<file path="src/rtl/imm_field_encoder.sv">
// imm_field_encoder: finds an immediate-extender encoding for a 32-bit value, trying one candidate class per cycle
module imm_field_encoder #(
  parameter int ALLOW_BRANCH = 1,
  parameter int FAIL_CNT_W   = 8
) (
  input  logic                  clk,
  input  logic                  rst_n,
  input  logic                  in_valid,
  output logic                  in_ready,
  input  logic [31:0]           in_value,
  input  logic [1:0]            in_mode,
  output logic                  out_valid,
  input  logic                  out_ready,
  output logic [23:0]           out_data,
  output logic [1:0]            out_control,
  output logic                  out_ok,
  output logic [FAIL_CNT_W-1:0] fail_count
);
  typedef enum logic [1:0] {IDLE, TRY, DONE} state_t;
  state_t                  state_q;
  logic [31:0]             val_q;
  logic                    auto_q;
  logic [1:0]              cand_q;
  logic                    in_ready_q, out_valid_q, out_ok_q;
  logic [23:0]             out_data_q;
  logic [1:0]              out_ctrl_q;
  logic [FAIL_CNT_W-1:0]   fail_q;
  logic                    br, sgn_ok, fit, last;
  logic [23:0]             data_d;

  assign br = ALLOW_BRANCH != 0;

  // fit test and encoded field for the current candidate class
  always_comb begin
    sgn_ok = val_q[31:24] == 8'h00 || val_q[31:24] == 8'hFF;
    fit    = cand_q == 2'd0 ? val_q[31:8] == 24'h0 :
             cand_q == 2'd1 ? val_q[31:12] == 20'h0 :
             cand_q == 2'd2 ? br && sgn_ok && val_q[1:0] == 2'b00 : 1'b0;
    data_d = cand_q == 2'd0 ? {16'h0, val_q[7:0]} :
             cand_q == 2'd1 ? {12'h0, val_q[11:0]} :
                              {val_q[31], val_q[31], val_q[23:2]};
    last   = !auto_q || cand_q == 2'd2 || (cand_q == 2'd1 && !br);
  end

  // request capture, candidate walk, result hold and failure counting
  always_ff @(posedge clk or negedge rst_n) begin
    if (!rst_n) begin
      state_q     <= IDLE;
      val_q       <= '0;
      auto_q      <= 1'b0;
      cand_q      <= 2'd0;
      in_ready_q  <= 1'b1;
      out_valid_q <= 1'b0;
      out_data_q  <= '0;
      out_ctrl_q  <= 2'd0;
      out_ok_q    <= 1'b0;
      fail_q      <= '0;
    end else begin
      case (state_q)
        IDLE: if (in_valid) begin
          val_q      <= in_value;
          auto_q     <= in_mode == 2'd3;
          cand_q     <= in_mode == 2'd3 ? 2'd0 : in_mode;
          in_ready_q <= 1'b0;
          state_q    <= TRY;
        end
        TRY: if (fit || last) begin
          out_data_q  <= fit ? data_d : 24'h0;
          out_ctrl_q  <= cand_q;
          out_ok_q    <= fit;
          out_valid_q <= 1'b1;
          state_q     <= DONE;
        end else begin
          cand_q <= cand_q + 2'd1;
        end
        DONE: if (out_ready) begin
          out_valid_q <= 1'b0;
          in_ready_q  <= 1'b1;
          state_q     <= IDLE;
          if (!out_ok_q && fail_q != '1) fail_q <= fail_q + FAIL_CNT_W'(1);
        end
        default: state_q <= IDLE;
      endcase
    end
  end

  assign in_ready    = in_ready_q;
  assign out_valid   = out_valid_q;
  assign out_data    = out_data_q;
  assign out_control = out_ctrl_q;
  assign out_ok      = out_ok_q;
  assign fail_count  = fail_q;
endmodule

</file>
<file path="config.mk">
export PLATFORM = sky130hd
export DESIGN_NAME = imm_field_encoder
export DESIGN_NICKNAME = d
export VERILOG_FILES = /design/src/rtl/imm_field_encoder.sv
export SDC_FILE = /design/constraint.sdc
export NUM_CORES = 1
export LEC_CHECK = 0
export CAP_MARGIN = 20
export CORE_ASPECT_RATIO = 1.5
export CORE_MARGIN = 2
export CORE_UTILIZATION = 53
export DETAILED_ROUTE_END_ITERATION = 10
export PLACE_DENSITY = 0.85
export SYNTH_ARGS = -nofsm -noshare
export SYNTH_HDL_FRONTEND = slang
export SYNTH_SLANG_ARGS = --single-unit
</file>
<file path="constraint.sdc">
create_clock -name clk -period 4.2 [get_ports clk]
set_input_delay 0.42 -clock clk [delete_from_list [all_inputs] [get_ports clk]]
set_output_delay 0.42 -clock clk [all_outputs]
set_load 0.1 [all_outputs]
</file>
==> run summary <==
The run finished with clean final reports. The total track usage came out at 0.210. The diode insertion count for antenna repair is 0. Once placement completed, the tool counted placed cells totaling 364. The initial utilization of the core area, before any placement, comes to 0.541.

The worst pin sits at a relative slew slack of 0.343. The warning count from the yosys run is 0. The clock latency at the later pin of the worst-skew pair is 0.34 ns.

The startpoint identified for the worst register-to-register timing path is cand_q[0]. The filler cell count in the final layout is 403. The core area came out at 5740 um2.

STA classifies the critical path endpoint as a primary output. Relative to the synthesized area, the layout overhead comes to 31.3%. The post-route non-filler standard cell count is 381. The static leakage power is 0.00173 uW. Wires add up to 6.21 mm.

The area occupied by multi-input gates is 1210 um2. The worst-case clock buffer depth is 2. Once detail routing completed, the nets flagged for antenna violations numbered 0.

In this run the number of H-tree levels came out at 3. The floorplan step defined a die boundary enclosing 6510 um2. The reg2reg setup slack came out at 1.85 ns. TritonCTS built the clock tree. The routed design uses 284 um of met3 wire. The area of placed instances came out at 3890 um2. The total stage count of the critical path is 1. The type of the worst setup path is reg -> out.

The final clock period utilization by the worst path is 0.574. The pin slew with the least headroom to its limit came out at 0.983 ns. The critical path goes through clkdlybuf4s50_1. The fraction of the yosys area taken by sequential cells came out at 0.588.

The tree built by TritonCTS fans out to 73 sinks. The final weighted congestion of routability-driven global placement is 0.775. The cell area after layout came out at 4080 um2. The worst hold path belongs to the class in -> async. The post-detailed-route wirelength per cell came out at 16.3 um. After detailed routing, the number of vias per cell comes to 5.51. The gate count after technology mapping came out at 227. The total power came out at 2590 uW. The I/O pin total came out at 75. The power density of the placed cells came out at 634 nW/um2.

Of all nets on the critical path, the largest fanout is 2. Buffers placed on the I/O ports in this run total 74. The via count of the first global-routing pass came to 2180. The maximum number of pins on one net before global-route repair came out at 74.

The data arrival time of the worst path came out at 1.99 ns. Setup violations remaining at the end of the flow were counted as 0. The total iterations of the first detailed-routing run came out at 4.

In this run the critical register-to-register path is captured at out_control[1]. The worst clock skew came out at 0.00878 ns. Among all stages on the critical path, the largest delay is contributed by sky130_fd_sc_hd__clkdlybuf4s50_1. The clock transition at the registers of the reported paths is 0.07 ns. The HPWL after detailed placement came out at 4.37 mm.

Registers take 1830 um2. The highest metal layer carrying signal wires in the routed design is met4. The post-CTS resize count came out at 0. Counting the buffers created by CTS gives 9. The worst hold margin came out at 0.194 ns. The initial antenna violation count is 0.

For this run, the top clock speed supported by timing is 415 MHz. The number of max-capacitance violations reported is 0. The library cell used most frequently in the layout, excluding fill and tap cells, is sky130_fd_sc_hd__clkdlybuf4s50_1.

The post-synthesis instance area is 3110 um2. The post-synth net total came out at 269. On the worst path, the slowest cell contributes a delay of 1.12 ns. The worst setup path is launched from a flip-flop. For the worst setup path, the data required time is 3.78 ns. The chip width is 66.5 um. The max-slew violation count came out at 0. Together, buffers and inverters on the worst path number 1. The final count of hold timing violations was 0. The mean post-synth cell area is 13.7 um2. In the routed design, unresolved DRC markers number 0.

The number of vias after detailed routing is 2099. The vertical die dimension came out at 97.8 um. The violation count after the first detailed-routing iteration came out at 146. The number of rows in the core area came out at 34. The number of hold buffers added after CTS was 0.

The first-pass GRT wire length is 10.3 mm. The routed metal-1 wire length came out at 2.48 mm. The final net count came out at 346. Among cell families on the critical path, the largest total delay comes from buffers and inverters. In the layout the commonest cells are sky130_fd_sc_hd__clkdlybuf4s50_1 (73), sky130_fd_sc_hd__dfrtp_1 (72), sky130_fd_sc_hd__mux2_2 (35), sky130_fd_sc_hd__mux2i_1 (14), sky130_fd_sc_hd__o2bb2ai_1 (12). Setup repair after global routing left no endpoint under its margin. Measured in cells, the most critical reg-to-reg path has a length of 7. CTS placed an instance of sky130_fd_sc_hd__clkbuf_8 at the clock tree root. The synthesized design contains 73 register bits. Summed over all failing endpoints, the final setup total negative slack is 0 ns. The total length of routed met2 wires came out at 3.36 mm. The clock period minus final worst setup slack is 2.41 ns.

The post-CTS setup buffer count is 0. The final global-route overflow total came out at 0. In the final layout, the share of cells above drive strength 1 is 0.194.

The distinct cell type count of the synthesized netlist came out at 39. The worst supply voltage drop on vdd came out at 0.000554 V.
==> cell type report <==
cell class                 count  area share
tap                           72      0.0221
clock buffer                  13      0.0389
clock inverter                 3     0.00368
timing repair buffer          76       0.186
inverter                       6     0.00552
multi-input combinational    138       0.296
sequential                    73       0.448
==> registers in the layout, summed over array words and instances (netlist names) <==
register and count:
in_ready 1, fail_count 8, out_data 23, val_q 32, out_valid 1, out_ok 1, state_q 2, cand_q 2
auto_q 1, out_control 2
==> routing by layer <==
metal / global-route usage / vias up
met2: 0.346 / 48
met3: 0.0588 / 10
met4: 0.0754 / 0
li1: - / 988
met5: 0 / -
met1: 0.261 / 1053
==> logic make-up (layout without fill, tap and decap cells) <==
logic type	count (synthesis)	after routing	share of synthesized area
compound gates	37	37	0.103
xor+xnor	7	7	0.0197
fa+ha+maj	4	4	0.0161
simple gates	41	41	0.0757
buf+inv	16	98	0.0254
mux	49	49	0.172
flops	73	73	0.588
==> per-stage QoR <==
stage,setup WS (ns),util
after floorplan,1.93,-
after global placement,1.71,0.678
after detailed placement,1.60,0.678
after CTS,1.58,0.708
after global routing,1.69,0.711
final,1.79,0.711
==> power by group <==
| part | switching (uW) | internal [uW] | total [uW] |
|---|---|---|---|
| logic | 582 | 415 | 998 |
| clock network | 236 | 244 | 480 |
| registers | 188 | 923 | 1110 |
==> cells in the mapped netlist <==
cell,count,area share
sky130_fd_sc_hd__nor4b_1,1,0.0028
sky130_fd_sc_hd__buf_6,1,0.0036
sky130_fd_sc_hd__a21oi_1,3,0.0048
sky130_fd_sc_hd__nand2_1,10,0.012
sky130_fd_sc_hd__ha_1,4,0.016
sky130_fd_sc_hd__mux2i_1,14,0.045
sky130_fd_sc_hd__a31oi_2,1,0.0040
sky130_fd_sc_hd__nor3_2,1,0.0032
sky130_fd_sc_hd__o31ai_4,1,0.0068
sky130_fd_sc_hd__or2_2,1,0.0020
sky130_fd_sc_hd__nor2_1,2,0.0024
sky130_fd_sc_hd__inv_1,6,0.0072
sky130_fd_sc_hd__nor4_1,6,0.012
sky130_fd_sc_hd__o21ai_0,6,0.0097
sky130_fd_sc_hd__nand3_1,3,0.0048
sky130_fd_sc_hd__nand3b_1,1,0.0024
sky130_fd_sc_hd__mux2_2,35,0.13
sky130_fd_sc_hd__a311oi_4,1,0.0085
sky130_fd_sc_hd__and3_1,4,0.0081
sky130_fd_sc_hd__dfstp_2,1,0.0085
sky130_fd_sc_hd__nor2_4,1,0.0036
sky130_fd_sc_hd__and2_1,1,0.0020
sky130_fd_sc_hd__nor3b_1,1,0.0024
sky130_fd_sc_hd__buf_4,1,0.0024
sky130_fd_sc_hd__xnor2_1,6,0.017
sky130_fd_sc_hd__nor2b_1,1,0.0020
sky130_fd_sc_hd__dfrtp_1,72,0.58
sky130_fd_sc_hd__o2bb2ai_1,12,0.034
sky130_fd_sc_hd__buf_1,1,0.0012
sky130_fd_sc_hd__clkbuf_1,1,0.0012
sky130_fd_sc_hd__nand2b_1,1,0.0020
sky130_fd_sc_hd__xor2_1,1,0.0028
sky130_fd_sc_hd__nor3_1,1,0.0016
sky130_fd_sc_hd__o21ai_1,1,0.0016
sky130_fd_sc_hd__nand4_1,5,0.010
sky130_fd_sc_hd__buf_2,6,0.0097
sky130_fd_sc_hd__a22o_1,11,0.031
sky130_fd_sc_hd__or3_1,1,0.0020
sky130_fd_sc_hd__o32ai_1,1,0.0028
==> how the worst max path moves through the flow <==
| stage | startpoint | endpoint | slack (ns) |
|---|---|---|---|
| floorplan | fail_count[0] | fail_count[7] | 1.93 |
| global placement | cand_q[0] | out_control[1] | 1.71 |
| detailed placement | cand_q[0] | out_control[1] | 1.60 |
| CTS | cand_q[0] | out_control[1] | 1.58 |
| global route | cand_q[0] | out_control[1] | 1.69 |
| finish | in_ready | in_ready | 1.79 |
Power figures use the tool's default switching activity.
